$ cat src/rtl/cpu_pkg.sv
// Shared constants for the MIPS-style core: redirect source encodings, the
// instruction word width and the default NOP used to fill the IF/ID register.
package cpu_pkg;

  localparam int          INST_W           = 32;
  localparam logic [1:0]  PC_SRC_SEQ       = 2'b00;
  localparam logic [1:0]  PC_SRC_BR        = 2'b01;
  localparam logic [1:0]  PC_SRC_J         = 2'b10;
  localparam logic [1:0]  PC_SRC_JR        = 2'b11;
  localparam logic [31:0] NOP_WORD_DEFAULT = 32'h0000_0000;

  function automatic logic [31:0] pc_plus4(input logic [31:0] pc);
    return pc + 32'd4;
  endfunction

endpackage

$ cat src/rtl/next_pc_mux.sv
// Combinational next-PC selection for the fetch stage. Redirect targets are
// computed relative to the PC+4 held in IF/ID; the jr target is always word-aligned.
module next_pc_mux
  import cpu_pkg::*;
(
  input  logic [31:0] pc,
  input  logic [31:0] if_id_pc4,
  input  logic [1:0]  pc_src,
  input  logic [31:0] br_off,
  input  logic [25:0] j_idx,
  input  logic [31:0] jr_tgt,
  input  logic        redirect,
  output logic [31:0] next_pc,
  output logic        jr_misaligned
);

  // Select the redirect target; an illegal pc_src of 00 falls back to sequential.
  always_comb begin
    next_pc = pc_plus4(pc);
    if (redirect) begin
      case (pc_src)
        PC_SRC_BR: next_pc = if_id_pc4 + {br_off[29:0], 2'b00};
        PC_SRC_J:  next_pc = {if_id_pc4[31:28], j_idx, 2'b00};
        PC_SRC_JR: next_pc = {jr_tgt[31:2], 2'b00};
        default:   next_pc = pc_plus4(pc);
      endcase
    end else begin
      next_pc = pc_plus4(pc);
    end
  end

  assign jr_misaligned = redirect && (pc_src == PC_SRC_JR) && (jr_tgt[1:0] != 2'b00);

endmodule

$ cat src/rtl/fetch_unit.sv
// Instruction-fetch stage: PC, IF/ID register, fetch counter and redirect/stall handling.
// Optional FETCH_MISALIGN_TRAP_EN makes a misaligned jr a sticky, freezing error.
module fetch_unit
  import cpu_pkg::*;
#(
  parameter logic [31:0] RESET_PC = 32'h0000_0000,
  parameter logic [31:0] NOP_WORD = NOP_WORD_DEFAULT
) (
  input  logic        clk,
  input  logic        rst_n,
  input  logic        stall,
  input  logic        redirect,
  input  logic [1:0]  pc_src,
  input  logic [31:0] br_off,
  input  logic [25:0] j_idx,
  input  logic [31:0] jr_tgt,
  output logic [31:0] imem_adr,
  input  logic [31:0] imem_data,
  output logic [31:0] if_id_inst,
  output logic [31:0] if_id_pc4,
  output logic        if_id_valid,
  output logic [31:0] fetch_count,
  output logic        misalign_err
);

  logic [31:0]       pc_q, pc_d;
  logic [INST_W-1:0] inst_q, inst_d;
  logic [31:0]       pc4_q, pc4_d;
  logic              valid_q, valid_d;
  logic [31:0]       cnt_q, cnt_d;
  logic [31:0]       next_pc_s;
  logic              jr_misaligned_s;
  logic              take_redir_s;
  logic              trap_s;
  logic              frozen_s;

  next_pc_mux u_next_pc_mux (
    .pc            (pc_q),
    .if_id_pc4     (pc4_q),
    .pc_src        (pc_src),
    .br_off        (br_off),
    .j_idx         (j_idx),
    .jr_tgt        (jr_tgt),
    .redirect      (redirect),
    .next_pc       (next_pc_s),
    .jr_misaligned (jr_misaligned_s)
  );

  assign take_redir_s = redirect && (pc_src != PC_SRC_SEQ);

`ifdef FETCH_MISALIGN_TRAP_EN
  logic err_q, err_d;

  assign trap_s   = jr_misaligned_s;
  assign frozen_s = err_q;
  assign err_d    = err_q | trap_s;

  // Sticky misaligned-jr flag, cleared only by reset.
  always_ff @(posedge clk or negedge rst_n) begin
    if (!rst_n) begin
      err_q <= 1'b0;
    end else begin
      err_q <= err_d;
    end
  end

  assign misalign_err = err_q;
`else
  logic unused_misalign_s;

  assign unused_misalign_s = jr_misaligned_s;
  assign trap_s            = 1'b0;
  assign frozen_s          = 1'b0;
  assign misalign_err      = 1'b0;
`endif

  // Priority: frozen > redirect > stall (or trapped jr) > sequential fetch.
  always_comb begin
    pc_d    = pc_q;
    inst_d  = inst_q;
    pc4_d   = pc4_q;
    valid_d = valid_q;
    cnt_d   = cnt_q;
    if (frozen_s) begin
      pc_d = pc_q;
    end else if (take_redir_s && !trap_s) begin
      pc_d    = next_pc_s;
      inst_d  = NOP_WORD;
      pc4_d   = 32'h0000_0000;
      valid_d = 1'b0;
    end else if (stall || trap_s) begin
      pc_d = pc_q;
    end else begin
      pc_d    = pc_plus4(pc_q);
      inst_d  = imem_data;
      pc4_d   = pc_plus4(pc_q);
      valid_d = 1'b1;
      cnt_d   = cnt_q + 32'd1;
    end
  end

  // PC, IF/ID and fetch counter registers.
  always_ff @(posedge clk or negedge rst_n) begin
    if (!rst_n) begin
      pc_q    <= RESET_PC;
      inst_q  <= NOP_WORD;
      pc4_q   <= 32'h0000_0000;
      valid_q <= 1'b0;
      cnt_q   <= 32'h0000_0000;
    end else begin
      pc_q    <= pc_d;
      inst_q  <= inst_d;
      pc4_q   <= pc4_d;
      valid_q <= valid_d;
      cnt_q   <= cnt_d;
    end
  end

  assign imem_adr    = pc_q;
  assign if_id_inst  = inst_q;
  assign if_id_pc4   = pc4_q;
  assign if_id_valid = valid_q;
  assign fetch_count = cnt_q;

endmodule
$ cat config.mk
export PLATFORM = sky130hd
export DESIGN_NAME = fetch_unit
export DESIGN_NICKNAME = d
export VERILOG_FILES = /design/src/rtl/cpu_pkg.sv /design/src/rtl/next_pc_mux.sv /design/src/rtl/fetch_unit.sv
export SDC_FILE = /design/constraint.sdc
export NUM_CORES = 1
export LEC_CHECK = 0
export CAP_MARGIN = 0
export CORE_MARGIN = 4
export CORE_UTILIZATION = 25
export CTS_CLUSTER_SIZE = 24
export DETAILED_ROUTE_END_ITERATION = 10
export GPL_TIMING_DRIVEN = 1
export PLACE_DENSITY = 0.58
export REMOVE_ABC_BUFFERS = 1
export SYNTH_ARGS = -nofsm -noshare
export SYNTH_HDL_FRONTEND = slang
export SYNTH_SLANG_ARGS = --single-unit
export TNS_END_PERCENT = 30
$ cat constraint.sdc
create_clock -name clk -period 4.71 [get_ports clk]
set_input_delay 0.471 -clock clk [delete_from_list [all_inputs] [get_ports clk]]
set_output_delay 0.471 -clock clk [all_outputs]
set_load 0.05 [all_outputs]
==> results of run 1 <==
-- stage by stage --
stage	utilization, %	power, mW	area [um^2]	setup WS (ns)
2_1_floorplan	-	2.54	8190	1.71
4_1_cts	35.6	4.63	11900	1.38
3_3_place_gp	33.8	3.22	11300	0.907
6_report	35.6	4.57	11900	1.34
5_1_grt	35.6	4.82	11900	1.09
3_5_place_dp	33.8	3.23	11300	0.911
-- cells by family after synthesis --
| group | synth area share [%] |
|---|---|
| other | 0.0440 |
| AND/OR/NAND/NOR | 20.0 |
| flip-flops | 37.9 |
| XOR/XNOR | 11.0 |
| AO/OA/AOI/OAI | 14.4 |
| multiplexers | 7.58 |
| adder cells (fa/ha/maj) | 4.79 |
| buffers and inverters | 4.22 |
-- area by class of cell --
| type | instances | area (um^2) |
|---|---|---|
| Tap cell | 448 | 561 |
| Clock inverter | 14 | 155 |
| Fill cell | 3424 | 21600 |
| Timing Repair Buffer | 261 | 2580 |
| Sequential cell | 129 | 3230 |
| Clock buffer | 18 | 439 |
| Multi-Input combinational cell | 745 | 4940 |
| Inverter | 10 | 37.5 |
-- cells in the final DEF, fill, tap and decap left out, types with 4 or more instances in the layout --
cell type        netlist  layout
a21o_1                 9       9
a21oi_1               76      76
a221oi_1               9       9
a31oi_1                9       9
and2_1                 4       4
and3_1                12      12
and4_1                11      11
buf_4                  2      10
clkbuf_16              0      17
clkdlybuf4s50_1        0     249
clkinvlp_4             0       5
dfrtp_1              129     129
ha_1                  31      31
inv_1                  9       9
inv_6                  0       4
mux2_2                12      12
mux2i_1               51      51
nand2_1               88      88
nand2b_1               5       5
nand3_1               35      35
nand4_1               23      23
nor2_1               118     118
nor2b_1                5       5
nor3_1                 9       9
o21a_1                11      10
o21ai_0               48      47
o22ai_1               10      10
or3_1                  4       4
xnor2_1               69      69
xor2_1                38      38
-- power groups by stage --
stage                     registers [mW]  clock network (mW)  logic, mW
final                               1.46                1.36       1.75
after CTS                           1.46                1.41       1.77
after floorplan                     1.90                   0      0.640
after global routing                1.48                1.45       1.89
after detailed placement            1.47                   0       1.76
after global placement              1.47                   0       1.75
-- sequential cells by signal, summed over array words and instances, names as in the netlist --
name         count
fetch_count     32
if_id_inst      32
if_id_pc4       32
imem_adr        32
if_id_valid      1
-- worst min-delay path by stage --
stage,to,slack [ns]
finish,if_id_pc4[15],0.12
CTS,if_id_pc4[15],0.16
detailed placement,fetch_count[31],0.47
global route,if_id_pc4[15],0.19
global placement,fetch_count[31],0.46
floorplan,fetch_count[0],0.18
-- per-layer routing --
metal	vias to the layer above	GRT usage [%]	wire length (um)
met5	-	0	8
met2	262	27.6	14800
li1	3768	-	-
met3	31	5.54	2450
met4	2	4.83	495
met1	3736	21.7	13600
==> out/summary.txt, run 1 <==
clock share of power = 29.8%
largest net degree at the start of global routing = 95
cell count after synthesis = 942
Port Buffers = 252
dominant synthesized flop cell = dfrtp_1
cell area after synthesis = 8510 um^2
P per Cell Area = 383 nW/um^2
max-cap violations = 0
Hold Crit Class = input port to async pin
share of post-route cells with drive strength above 1 = 6.97%
Synth area leader = dfrtp_1
drt wl/cell = 19.3 um
CTS tree = yes
drt initial violations = 552
RSZ-0062 raised after global routing = false
r2r setup slk = 1.47 ns
I/O pins = 258
post_cts resized = 0
Worst-path clk slew = 0.06 ns
Worst setup SP type = input port
nets = 1,324
Total Negative Setup Slacks = 0 ns
Synth top cells by count = dfrtp_1, nor2_1, nand2_1, a21oi_1, xnor2_1
Seq/Total Area, Yosys = 37.9%
Logic pwr share = 38.4%
post-CTS setup buffers = 0
Vias/cell = 4.80
minimum hold slack = 0.124 ns
P_leak = 4.96 nW
post-synth top area share = 37.9%
Vias = 7,799
Avg Cell Area, Syn = 9.04 um^2
ys async rst share = 100%
sw frac = 40.6%
Clk Tree Root Cell = clkbuf_16
worst slew pin tran = 0.994 ns
diode count = 0
worst stage delay on the critical path = 0.77 ns
internal power = 2.72 mW
CP Buf/Inv Count = 2
Tcrit/Tclk final = 71.5%
post-layout min period = 3.37 ns
clock sinks = 129
Routed WL = 31,400 um
clk_skew = 0.00751 ns
Placer Congestion = 0.917
Initial Utilization = 25.4%
Setup crit end kind = register
Reg-to-Reg Start = if_id_pc4[2]
Worst slew margin = 33.2%
Seq pwr share = 31.9%
Overflow after GRT = 0
Top Family by Delay on Critical Path = compound AO/OA/AOI/OAI gates
number of CTS-inserted buffers = 17
Worst Setup SP = br_off[0]
first-pass GRT wire length = 47,900 um
final setup vio count = 0
DR DRC count = 0
Req. time, crit path = 5.06 ns
overall die area = 37,100 um^2
dpl cells = 1,593
antenna-violating nets left = 0
Die Ht = 193 um
capturing point of the worst reg2reg path = imem_adr[24]
status = finished, final reports clean
Max Transition Viols Final = 0
most frequent cell after synthesis = dfrtp_1
Pre-antenna DRT Iters = 5
#FFs+latches synth = 129
post-route insts no fill = 1,625
Tot GR Track Use = 17.0%
yosys warns = 0
vias in the first global route = 7,965
DP HPWL = 22,900 um
Layout Area Growth over Synthesis = 40.3%
H-tree levels = 4
Post-synth EDFFs = 0
crit path cell chain = clkdlybuf4s50_1 > ha_1 > inv_1 > fa_1 > nand2b_1 > a21oi_1 > o2111ai_1 > a2111oi_0 > o31ai_1 > xor2_1 > o21ai_0
antenna violations before repair = 1
std cell rows = 67
Critical Path AT = 3.72 ns
hold-fix buffers at CTS = 0
slowest CP cell = a2111oi_0
dominant cells by area after synthesis = dfrtp_1, xnor2_1, mux2i_1
post-synth cell types = 67
r2r worst-path depth = 10
Psw = 1.85 mW
CP Class = input port to register
Worst Path Max Fanout = 5
Core Area = 33,500 um^2
CTS Buffer Depth = 2
VDD IR max = 0.277 mV
Hold Vio Cnt, Final = 0
Worst-Skew Late Latency = 0.44 ns
Worst Setup EP = imem_adr[24]
Worst path depth = 11
chip width = 193 um
Fmax = 297 MHz
Power figures use the tool's default switching activity.
==> run 2, diff against run 1 <==
Clock period 4.71 ns to 3.1 ns, I/O delays scaled along.
==> run 2 against run 1 <==
Net effect: critical path depth is the same; die area is the same; via count grew 2.6%; highest routed layer is now met4.
==> out/summary.txt, run 2 (synthesis gave the netlist of run 1 again) <==
r2r worst-path depth = 11 (+1)
worst stage delay on the critical path = 0.45 ns (-0.32 ns)
Hold Path Depth = 3
CTS tree = yes
first-pass GRT wire length = 48,400 um (+0.86%)
overall die area = 37,100 um^2 (unchanged)
RSZ-0062 raised after global routing = false
antenna-violating nets left = 0 (unchanged)
clock sinks = 129 (unchanged)
VDD IR max = 0.433 mV (+56%)
DR DRC count = 0 (unchanged)
Worst Setup SP = if_id_pc4[2]
largest net degree at the start of global routing = 76 (-20%)
Die Ht = 193 um (unchanged)
slowest CP cell = a2111oi_0
crit path cell chain = ha_1 > inv_1 > fa_1 > nand2b_1 > a21oi_1 > o2111ai_1 > a2111oi_0 > buf_4 > o31ai_1 > xor2_1 > o21ai_0
Fmax = 349 MHz
Req. time, crit path = 3.45 ns (-1.61 ns)
Critical Path AT = 3.22 ns (-0.50 ns)
sw frac = 40.5% (-0.079 points)
clock share of power = 30.3% (+0.5 points)
Pre-antenna DRT Iters = 5 (unchanged)
Worst setup SP type = register
number of CTS-inserted buffers = 17 (unchanged)
Vias/cell = 4.83 (+0.68%)
Overflow after GRT = 0 (unchanged)
most frequent cells in the layout = clkdlybuf4s50_1, dfrtp_1, nor2_1
Setup crit end kind = register
Max Transition Viols Final = 0 (unchanged)
internal power = 4.24 mW (+56%)
CTS Buffer Depth = 2 (unchanged)
commonest non-fill, non-tap cell in the layout = clkdlybuf4s50_1
total power = 7.12 mW (+56%)
post_cts resized = 0 (unchanged)
Worst slew margin = 37.0% (+3.8 points)
Port Buffers = 252 (unchanged)
max-cap violations = 0 (unchanged)
status = finished, final reports clean
worst slew pin tran = 0.945 ns (-0.0493 ns)
Placer Congestion = 0.889 (-3.0%)
Routed WL = 32,200 um (+2.5%)
nets = 1,356 (+2.4%)
Layout Area Growth over Synthesis = 43.5%
std cell rows = 67 (unchanged)
CP Buf/Inv Count = 2 (unchanged)
drt initial violations = 501 (-9.2%)
Worst path depth = 11 (unchanged)
Tcrit/Tclk final = 92.4%
chip width = 193 um (unchanged)
Initial Utilization = 25.4% (unchanged)
Worst-path clk slew = 0.06 ns (about the same)
antenna violations before repair = 0 (-1)
post-route insts no fill = 1,656 (+1.9%)
Seq pwr share = 30.9% (-1.0 points)
Tot GR Track Use = 17.1% (+0.15 points)
Vias = 8,002 (+2.6%)
H-tree levels = 4 (unchanged)
P_leak = 5.14 nW (+3.7%)
share of post-route cells with drive strength above 1 = 9.19% (+2.2 points)
Logic pwr share = 38.8% (+0.4 points)
drt wl/cell = 19.4 um (+0.63%)
hold path startpoint = stall
Top Family by Delay on Critical Path = compound AO/OA/AOI/OAI gates
Core Area = 33,500 um^2 (unchanged)
Hold Vio Cnt, Final = 0 (unchanged)
CP Class = register to register
P per Cell Area = 583 nW/um^2 (+52%)
dpl cells = 1,624 (+1.9%)
clk_skew = 0.0119 ns (+0.00435 ns)
diode count = 0 (unchanged)
Reg-to-Reg Start = if_id_pc4[2]
Worst Path Max Fanout = 3 (-2)
Psw = 2.88 mW (+56%)
Worst-Skew Late Latency = 0.43 ns (about the same)
vias in the first global route = 8,030 (+0.82%)
final setup vio count = 0 (unchanged)
Clk Tree Root Cell = clkbuf_16
post-layout min period = 2.87 ns
Hold Crit Class = input port to register
I/O pins = 258 (unchanged)
DP HPWL = 24,200 um (+5.3%)
==> run 2: cell types whose count changed in the layout (fill, tap and decap cells not counted), sizes merged <==
cell	change
clkinvlp	-3
buf	+31
inv	+2
clkbuf	-1
dlygate4sd3	+1
bufinv	+1
==> run 2: worst min-delay path, cell delays in order <==
cell and delay [ns]:
buf_4 0.18, nand2_1 0.07, a21oi_1 0.05
==> run 2: final cells by class <==
cell class                 instances  area [um^2]
clock buffer                      17          425
clock inverter                    14          180
fill                            3449        21300
inverter                          10         37.5
multi-input combinational        745         4930
sequential                       129         3230
tap                              448          561
timing repair buffer             293         2850
==> run 2: power by group through the flow <==
stage	combinational (mW)	sequential (mW)	clock (mW)
6_report	2.76	2.20	2.16
4_1_cts	2.79	2.20	2.22
2_1_floorplan	0.972	2.89	0
3_5_place_dp	2.77	2.22	0
5_1_grt	2.97	2.24	2.28
3_3_place_gp	2.75	2.21	0
==> run 2: final timing paths <==
kind	end	slack, ns
worst max register to register	imem_adr[24]	0.23
worst max-delay path	imem_adr[24]	0.23
worst min-delay path	if_id_pc4[17]	0.24
min in group asynchronous	imem_adr[10]	0.36
max in group asynchronous	fetch_count[25]	1.90
worst min register to register	fetch_count[31]	0.47
==> run 2: timing repair <==
action                     in CTS  in global routing
setup endpoints to repair       0                  0
setup buffers                   0                  0
hold endpoints to repair       33                  0
hold buffers                    1                  0
==> run 2: per-stage QoR <==
| stage | cell area, um^2 | hold slack [ns] | util, % | setup WS (ns) | TNS, ns |
|---|---|---|---|---|---|
| 2_1_floorplan | 8190 | 0.0144 | - | 0.234 | 0 |
| 3_3_place_gp | 11600 | 0.242 | 34.6 | -0.144 | -0.348 |
| 3_5_place_dp | 11600 | 0.242 | 34.6 | -0.109 | -0.293 |
| 4_1_cts | 12200 | 0.227 | 36.4 | 0.264 | 0 |
| 5_1_grt | 12200 | 0.254 | 36.4 | 0.0923 | 0 |
| 6_report | 12200 | 0.239 | 36.4 | 0.235 | 0 |
==> run 2: layer usage <==
metal	GRT usage [%]	part of all wire [%]
met1	22.0	44
met2	28.6	47
met3	4.87	7.1
met4	4.09	1.4
met5	0	0
==> run 3, diff against run 2 <==
Settings changed: ABC_AREA set to 1, PLACE_DENSITY 0.58 to 0.57.
==> run 3 against run 2 <==
Net effect: sequential power decreased by 3%; core utilization fell by 0.85 points; clock skew rose by 0.0064 ns; first-iteration DRC count rose by 32%; cell count grew 21%; die area increased by 5.2%; largest cell class unchanged.
==> out/summary.txt, run 3 <==
status = finished, final reports clean
Hold Vio Cnt, Final = 0 (unchanged)
vias in the first global route = 9,639 (+20%)
r2r setup slk = 0.61 ns (+0.38 ns)
DR DRC count = 0 (unchanged)
commonest non-fill, non-tap cell in the layout = nand2_1
H-tree levels = 4 (unchanged)
dominant synthesized flop cell = dfrtp_1
Port Buffers = 252 (unchanged)
post-CTS setup buffers = 0 (unchanged)
antenna-violating nets left = 0 (unchanged)
Total Negative Setup Slacks = 0 ns (unchanged)
post-synth top area share = 36.0% (-1.9 points)
Max Transition Viols Final = 0 (unchanged)
ys async rst share = 100% (unchanged)
#FFs+latches synth = 129 (unchanged)
Hold Crit Class = input port to async pin
Placer Congestion = 0.976 (+9.7%)
Tcrit/Tclk final = 80.2% (-12 points)
VDD IR max = 0.445 mV (+2.7%)
drt initial violations = 660 (+32%)
clock sinks = 129 (unchanged)
dpl cells = 1,974 (+22%)
Synth top cells by count = nand2_1, inv_1, nand3_1, dfrtp_1, nor2_1
post-synth cell types = 42 (-37%)
Post-synth EDFFs = 0 (unchanged)
Setup crit end kind = register
CP Class = register to register
antenna violations before repair = 6 (+6)
share of post-route cells with drive strength above 1 = 4.66% (-4.5 points)
Fmax = 402 MHz (+15%)
Avg Cell Area, Syn = 6.97 um^2 (-23%)
number of CTS-inserted buffers = 17 (unchanged)
post-route insts no fill = 2,008 (+21%)
most frequent cells in the layout = nand2_1, clkdlybuf4s50_1, inv_1
Vias = 9,452 (+18%)
overall die area = 39,000 um^2 (+5.2%)
Critical Path AT = 2.82 ns (-0.40 ns)
Worst-Skew Late Latency = 0.45 ns (+0.02 ns)
Final Util = 35.6% (-0.85 points)
std cell rows = 69 (+3.0%)
Pre-antenna DRT Iters = 5 (unchanged)
first-pass GRT wire length = 56,100 um (+16%)
Worst setup SP type = register
Worst Path Max Fanout = 5 (+2)
nets = 1,693 (+25%)
max-cap violations = 0 (unchanged)
DP HPWL = 28,700 um (+19%)
Overflow after GRT = 0 (unchanged)
total power = 6.64 mW (-6.8%)
post-layout min period = 2.49 ns (-0.379 ns)
drt wl/cell = 18.4 um (-5.3%)
Vias/cell = 4.71 (-2.6%)
RSZ-0062 raised after global routing = false
r2r worst-path depth = 15 (+4)
CTS tree = yes
worst slew pin tran = 0.683 ns (-0.262 ns)
Reg-to-Reg Start = if_id_pc4[2]
Clk Tree Root Cell = clkbuf_16
Fillers = 3,728 (+8.1%)
Initial Utilization = 25.3% (-0.11 points)
Die Ht = 197 um (+2.5%)
Seq/Total Area, Yosys = 36.0% (-1.9 points)
Core Area = 35,500 um^2 (+5.8%)
I/O pins = 258 (unchanged)
capturing point of the worst reg2reg path = imem_adr[30]
most frequent cell after synthesis = nand2_1
Worst slew margin = 54.4% (+17 points)
CTS Buffer Depth = 2 (unchanged)
Req. time, crit path = 3.44 ns (about the same)
dominant cells by area after synthesis = dfrtp_1, nand2_1, nand3_1
cell area after synthesis = 8970 um^2 (+5.4%)
clk_skew = 0.0183 ns (+0.00645 ns)
Worst-path clk slew = 0.07 ns (about the same)
Synth area leader = dfrtp_1
cell count after synthesis = 1,287 (+37%)
minimum hold slack = 0.412 ns (+0.173 ns)
P_leak = 6.10 nW (+19%)
final setup vio count = 0 (unchanged)
chip width = 197 um (+2.5%)
Tot GR Track Use = 18.7% (+1.6 points)
Routed WL = 37,000 um (+15%)
P per Cell Area = 526 nW/um^2 (-9.8%)
yosys warns = 0 (unchanged)
largest net degree at the start of global routing = 61 (-20%)
Layout Area Growth over Synthesis = 40.7%
[run 3: changes by cell type in the layout (fill, tap and decap cells not counted), sizes merged, moves of 12 or more]
cell,delta
a21oi,-44
a22o,+36
and4,-12
buf,-30
inv,+166
mux2,-12
mux2i,-51
nand2,+341
nand3,+97
nor2,-27
nor3,+18
o21ai,-19
xnor2,-43
[run 3: worst max path at each step]
stage | start | endpoint | cells after the start
finish | if_id_pc4[2] | imem_adr[30] | 15
global route | if_id_pc4[2] | imem_adr[24] | 15
floorplan | pc_src[1] | imem_adr[2] | 6
global placement | br_off[0] | imem_adr[30] | 16
detailed placement | br_off[0] | imem_adr[30] | 16
CTS | if_id_pc4[2] | imem_adr[24] | 15
[run 3: cells by family after synthesis]
kind of cell | Yosys count | synth area share (%)
simple gates | 725 | 35.2
buf+inv | 215 | 9.15
fa+ha+maj | 32 | 4.55
flops | 129 | 36.0
xor+xnor | 58 | 5.66
other cells | 1 | 0.0418
compound gates | 127 | 9.47
[run 3: final cells by class]
| cell class | count | area, um^2 | area share, % |
|---|---|---|---|
| inverter | 178 | 668 | 5.29 |
| clock inverter | 14 | 156 | 1.24 |
| sequential | 129 | 3230 | 25.6 |
| antenna | 1 | 2.50 | 0.0198 |
| clock buffer | 18 | 429 | 3.40 |
| tap | 461 | 577 | 4.57 |
| timing repair buffer | 264 | 2640 | 20.9 |
| multi-input combinational | 943 | 4930 | 39.0 |
[run 3: timing repair]
| action | CTS | global route |
|---|---|---|
| hold buffers | 1 | 0 |
| gates resized for setup | 0 | 0 |
| hold endpoints to repair | 58 | 0 |
[run 3: per-layer routing]
metal	track usage [%]	vias to the layer above	part of all wire, %
met5	0	-	0.17
met4	5.55	12	2.4
met2	31.2	316	47
met3	5.90	53	8.4
li1	-	4655	-
met1	23.4	4416	42
[run 3: per-stage QoR]
step | setup WS, ns | cell area [um^2]
floorplan | 0.268 | 8820
global placement | 0.253 | 12000
detailed placement | 0.225 | 12000
CTS | 0.624 | 12600
global route | 0.461 | 12600
finish | 0.614 | 12600
[run 3: power by group]
group	switching (mW)	internal [mW]	leakage [nW]
combinational	1.60	0.828	4.11
sequential	0.273	1.87	1.71
clock	0.880	1.19	0.274
[run 3: critical path: stages (launching register included)]
cell	delay, ns
dfrtp_1	0.38
ha_1	0.28
inv_1	0.08
fa_1	0.41
inv_1	0.14
nand3_1	0.09
nand3_1	0.26
nand2_1	0.10
nand3_1	0.15
nand2_1	0.14
nand2_1	0.09
nand2_1	0.04
nand3_1	0.06
nand2_1	0.05
nand2_1	0.05
nand2_1	0.05
